==> config.mk <==
export PLATFORM = sky130hd
export DESIGN_NAME = huc_mem_ctrl
export DESIGN_NICKNAME = d
export VERILOG_FILES = /design/src/rtl/huc_mem_ctrl_pkg.sv /design/src/rtl/huc_mem_ctrl_req_det.sv /design/src/rtl/huc_mem_ctrl.sv
export SDC_FILE = /design/constraint.sdc
export NUM_CORES = 1
export LEC_CHECK = 0
export ABC_AREA = 1
export CAP_MARGIN = 30
export CORE_MARGIN = 1.5
export CORE_UTILIZATION = 45
export CTS_CLUSTER_SIZE = 20
export DETAILED_ROUTE_END_ITERATION = 7
export PLACE_DENSITY = 0.71
export RECOVER_POWER = 25
export SYNTH_ARGS = -nofsm -noshare
export SYNTH_HDL_FRONTEND = slang
export SYNTH_SLANG_ARGS = --single-unit
==> constraint.sdc <==
create_clock -name clk -period 1.7 [get_ports clk]
set_input_delay 0.34 -clock clk [delete_from_list [all_inputs] [get_ports clk]]
set_output_delay 0.34 -clock clk [all_outputs]
set_load 0.02 [all_outputs]
==> src/rtl/huc_mem_ctrl_pkg.sv <==
// Shared types for the HuCard memory back-end: mapper request channel,
// controller state encoding and the latched request slot.
package huc_mem_ctrl_pkg;

  localparam int MEM_AW = 22;
  localparam int CH_AW  = 20;

  typedef struct packed {
    logic             ce;
    logic             oe;
    logic             we;
    logic [CH_AW-1:0] addr;
    logic [7:0]       dati;
  } MemCtrl;

  typedef enum logic [2:0] {
    IDLE,
    RD,
    WSU,
    WR,
    WH
  } MemSt_t;

  typedef struct packed {
    logic [MEM_AW-1:0] addr;
    logic [7:0]        dat;
    logic              wr;
    logic              is_ram;
  } MemReq_t;

endpackage

==> src/rtl/huc_mem_ctrl_req_det.sv <==
// Per-channel trigger detector: fires once per rising strobe or address change
// and latches the request so the mapper is free to move on.
module huc_req_det
  import huc_mem_ctrl_pkg::*;
(
  input  logic             clk,
  input  logic             rst,
  input  logic             req,
  input  logic [CH_AW-1:0] addr,
  input  logic [7:0]       dat,
  input  logic             wr,
  output logic             trig,
  output logic [CH_AW-1:0] addr_q,
  output logic [7:0]       dat_q,
  output logic             wr_q
);

  logic             prev_req;
  logic [CH_AW-1:0] prev_addr;
  logic             hit;

  assign hit = req & (~prev_req | (addr != prev_addr));

  always_ff @(posedge clk) begin
    if (rst) begin
      prev_req  <= 1'b0;
      prev_addr <= '0;
      trig      <= 1'b0;
      addr_q    <= '0;
      dat_q     <= '0;
      wr_q      <= 1'b0;
    end else begin
      prev_req  <= req;
      prev_addr <= addr;
      trig      <= hit;
      if (hit) begin
        addr_q <= addr;
        dat_q  <= dat;
        wr_q   <= wr;
      end
    end
  end

endmodule

==> src/rtl/huc_mem_ctrl.sv <==
// Serialises the mapper's ROM and RAM channels onto one 8-bit async memory
// bus with programmable read/write strobe lengths and a one-deep pending slot.
module huc_mem_ctrl
  import huc_mem_ctrl_pkg::*;
#(
  parameter int                RD_CYC   = 4,
  parameter int                WR_CYC   = 4,
  parameter logic [MEM_AW-1:0] RAM_BASE = 22'h200000
) (
  input  logic              clk,
  input  logic              rst,
  input  MemCtrl            rom,
  input  MemCtrl            ram,
  output logic [7:0]        rom_dato,
  output logic [7:0]        ram_dato,
  output logic              busy,
  output logic [MEM_AW-1:0] mem_addr,
  output logic [7:0]        mem_dato,
  input  logic [7:0]        mem_dati,
  output logic              mem_ce,
  output logic              mem_oe,
  output logic              mem_we
);

  localparam int CNT_MAX = (RD_CYC > WR_CYC) ? RD_CYC : WR_CYC;
  localparam int CW      = $clog2(CNT_MAX) + 1;

  logic             rom_trig, ram_trig;
  logic [CH_AW-1:0] rom_addr_q, ram_addr_q;
  logic [7:0]       rom_dat_q, ram_dat_q;
  logic             rom_wr_q, ram_wr_q;

  huc_req_det u_rom_det (
    .clk    (clk),
    .rst    (rst),
    .req    (rom.ce & (rom.oe | rom.we)),
    .addr   (rom.addr),
    .dat    (rom.dati),
    .wr     (1'b0),
    .trig   (rom_trig),
    .addr_q (rom_addr_q),
    .dat_q  (rom_dat_q),
    .wr_q   (rom_wr_q)
  );

  huc_req_det u_ram_det (
    .clk    (clk),
    .rst    (rst),
    .req    (ram.ce & (ram.oe | ram.we)),
    .addr   (ram.addr),
    .dat    (ram.dati),
    .wr     (ram.we),
    .trig   (ram_trig),
    .addr_q (ram_addr_q),
    .dat_q  (ram_dat_q),
    .wr_q   (ram_wr_q)
  );

  MemSt_t          state;
  logic [CW-1:0]   cnt;
  logic            cur_is_ram;
  MemReq_t         pend_slot;
  logic            pend_valid;
  MemReq_t         rom_slot, ram_slot, go_slot, pend_nxt;
  logic            go, pend_vld_nxt, rom_left, ram_left;

  always_comb begin
    rom_slot.addr   = {{(MEM_AW-CH_AW){1'b0}}, rom_addr_q};
    rom_slot.dat    = rom_dat_q;
    rom_slot.wr     = rom_wr_q;
    rom_slot.is_ram = 1'b0;
    ram_slot.addr   = RAM_BASE + {{(MEM_AW-CH_AW){1'b0}}, ram_addr_q};
    ram_slot.dat    = ram_dat_q;
    ram_slot.wr     = ram_wr_q;
    ram_slot.is_ram = 1'b1;
  end

  // Pending is served first from IDLE; any trigger not started lands in the
  // pending slot, RAM taking precedence when both channels fire together.
  always_comb begin
    go           = 1'b0;
    go_slot      = pend_slot;
    pend_nxt     = pend_slot;
    pend_vld_nxt = pend_valid;
    rom_left     = rom_trig;
    ram_left     = ram_trig;
    if (state == IDLE) begin
      if (pend_valid) begin
        go           = 1'b1;
        go_slot      = pend_slot;
        pend_vld_nxt = 1'b0;
      end else if (ram_trig) begin
        go       = 1'b1;
        go_slot  = ram_slot;
        ram_left = 1'b0;
      end else if (rom_trig) begin
        go       = 1'b1;
        go_slot  = rom_slot;
        rom_left = 1'b0;
      end
    end
    if (ram_left) begin
      pend_nxt     = ram_slot;
      pend_vld_nxt = 1'b1;
    end else if (rom_left) begin
      pend_nxt     = rom_slot;
      pend_vld_nxt = 1'b1;
    end
  end

  assign busy = (state != IDLE) | pend_valid;

  always_ff @(posedge clk) begin
    if (rst) begin
      state      <= IDLE;
      cnt        <= '0;
      cur_is_ram <= 1'b0;
      pend_slot  <= '0;
      pend_valid <= 1'b0;
      rom_dato   <= '0;
      ram_dato   <= '0;
      mem_addr   <= '0;
      mem_dato   <= '0;
      mem_ce     <= 1'b0;
      mem_oe     <= 1'b0;
      mem_we     <= 1'b0;
    end else begin
      pend_slot  <= pend_nxt;
      pend_valid <= pend_vld_nxt;
      case (state)
        IDLE: begin
          if (go) begin
            cur_is_ram <= go_slot.is_ram;
            mem_addr   <= go_slot.addr;
            mem_ce     <= 1'b1;
            if (go_slot.wr) begin
              state    <= WSU;
              mem_dato <= go_slot.dat;
            end else begin
              state  <= RD;
              mem_oe <= 1'b1;
              cnt    <= CW'(RD_CYC - 1);
            end
          end
        end
        RD: begin
          if (cnt == '0) begin
            state  <= IDLE;
            mem_ce <= 1'b0;
            mem_oe <= 1'b0;
            if (cur_is_ram) ram_dato <= mem_dati;
            else            rom_dato <= mem_dati;
          end else begin
            cnt <= cnt - 1'b1;
          end
        end
        WSU: begin
          state  <= WR;
          mem_we <= 1'b1;
          cnt    <= CW'(WR_CYC - 1);
        end
        WR: begin
          if (cnt == '0) begin
            state  <= WH;
            mem_we <= 1'b0;
          end else begin
            cnt <= cnt - 1'b1;
          end
        end
        WH: begin
          state  <= IDLE;
          mem_ce <= 1'b0;
        end
        default: state <= IDLE;
      endcase
    end
  end

endmodule

==> metrics <==
worst vdd ir=0.864 mV; CP Class=flop to primary output; Via density=4.99; fin crit period=1630 ps; Max Freq=0.614 GHz; Remaining DRCs=0; Final Cycle Share=95.9%; vias in the first global route=6902; nets=1416; ANT nets after route=0; critical path required time=1360 ps; placed cell areas=9990 sq um; die width=138 microns; largest net degree at the start of global routing=82; number of synthesized register bits=186; Clock Skew=8.17 ps; Cell Pwr Density=1060 nW/um^2; Leakage=4.90 nW; CTS tree=built; Worst Hold Class=input pin to flop; CP Capture Type=primary output; drt wl/cell=13.4 microns; H-tree depth=4; Synth cell types=36; most frequent cells in the layout=nand2_1, nor2_1, dfxtp_1, o21ai_0, inv_1; PortBufs=120; GRT Total Usage=23.1%; Boundary Pins=122; share of cells above drive strength 1=10.0%; syn avg cell area=6.82 sq um; crit start category=flop; Hold Fails Final Rpt=0; DRT Pass-1 Iters=5; CTS buffer count=17; Final Cell Area=10600 sq um; GP Congestion=0.814; height of the die=138 microns; outcome=complete, no violations; std cell rows=49; Critical Path Fanout Max=4; MaxCap Viol Count=0; fin. max-slew vios=0; Root Driver=clkbuf_16; die area=19000 sq um; worst skew pair latency=440 ps; most common cell after layout, fill and taps aside=nand2_1; Arrival @ worst endpoint=1290 ps; clock buffer depth=2; Seq/Total Area, Yosys=45.4%; Final Util=59.2%; first-pass GRT wire length=34400 microns; dpl hpwl=14900 microns; Mapped Cells=1201; GRT overflow=0; Initial Util=45.8%; antenna violations before repair=0; Diodes inserted=0; Post-Synthesis Cell Area=8200 sq um; clock-pin slew on the worst setup and hold paths=70 ps; clk sinks=186; Initial DRC Count=694; core area=17900 sq um; setup violators final=0; routed via count=7910; final wirelength=21300 microns; Filler Cell Count=1680; area delta synth->final=29.3%; Syn Nets=1275; # hold bufs at CTS=0; Ys Warns=0
-- worst paths after layout --
path | from | to | slack [ps] | depth (start not counted)
setup reg to reg | u_ram_det.trig | mem_addr[17] | 120 | 7
hold / removal | rst | state[2] | 380 | 3
setup / recovery | state[0] | busy | 70 | 5
hold reg to reg | mem_ce | mem_ce | 460 | 2
-- synth_stat cells (all sizes together) --
cell type,number,area (sq um)
o211ai,1,7.51
nor3,1,16.3
a31oi,16,100
nand3,71,360
inv,123,462
o21a,4,30.0
nand4,4,25.0
buf,36,201
o21ai,147,751
clkbuf,33,126
a211oi,1,12.5
nor2,229,888
or2,6,37.5
a221oi,1,8.76
a21oi,78,390
dfxtp,186,3720
clkinv,1,3.75
ha,2,25.0
xnor2,5,43.8
conb,1,3.75
nand2,255,980
-- report_power, final --
part | internal [W] | total, W | switching (W)
sequential | 0.00475 | 0.00499 | 0.000238
clock | 0.00219 | 0.00399 | 0.00180
combinational | 0.000921 | 0.00220 | 0.00128
-- critical path, cell delays in order (launching register included) --
cell,delay [ps]
dfxtp_2,330
nor2_4,120
nand2_4,100
nor2_8,90
inv_2,50
buf_4,150
-- metal layers --
metal	GRT usage (%)	share of wire, %
met5	0	0
met4	7.64	1.7
met2	33.5	43
met3	4.39	7.1
met1	34.1	48
-- state kept, by name, indices dropped and copies added, names as in the netlist --
signal,cells
u_ram_det.trig,1
rom_dato,8
u_ram_det.prev_req,1
u_rom_det.dat_q,8
state,3
u_rom_det.prev_addr,20
u_ram_det.wr_q,1
u_rom_det.addr_q,20
mem_ce,1
pend_valid,1
ram_dato,8
u_ram_det.dat_q,8
mem_addr,21
u_ram_det.addr_q,20
mem_we,1
mem_oe,1
u_rom_det.prev_req,1
cnt,3
u_rom_det.trig,1
mem_dato,8
u_ram_det.prev_addr,20
pend_slot,30
-- through the flow --
stage	setup slack [ps]	TNS, ps	power, W	cells	hold WS [ps]
finish	70.1	0	0.0112	1584	383
global route	-4.50	-9.44	0.0117	1584	386
CTS	9.29	0	0.0112	1581	371
detailed placement	-375	-18110	0.00731	1549	457
global placement	-343	-16930	0.00728	1549	451
floorplan	104	0	0.00638	1201	439
-- cell type report --
class	count	area, sq um	share of cell area [%]
repair buffers	191	1800	17.0
well taps	229	287	2.70
clock inverters	15	169	1.59
inverters	124	472	4.45
flip-flops and latches	186	3730	35.2
multi-input cells	822	3710	35.1
clock buffers	17	425	4.01
-- cell families (layout without fill, tap and decap cells) --
logic type	Yosys count	after routing	synth area share, %
and+or+nand+nor	566	566	28.1
adders and majority gates	2	2	0.305
xor gates and xnor gates	5	5	0.534
DFF	186	186	45.4
buffers and inverters	193	347	9.68
other	1	1	0.0458
AOI/OAI and AO/OA	248	248	15.9
-- what timing repair did --
| item | CTS | global route |
|---|---|---|
| setup buffers | 0 | 2 |
| setup endpoints to repair | 52 | 73 |
| resized for setup | 53 | 21 |
| gates cloned | 0 | 1 |
| pin swaps | 2 | 3 |
Power figures use the tool's default switching activity.
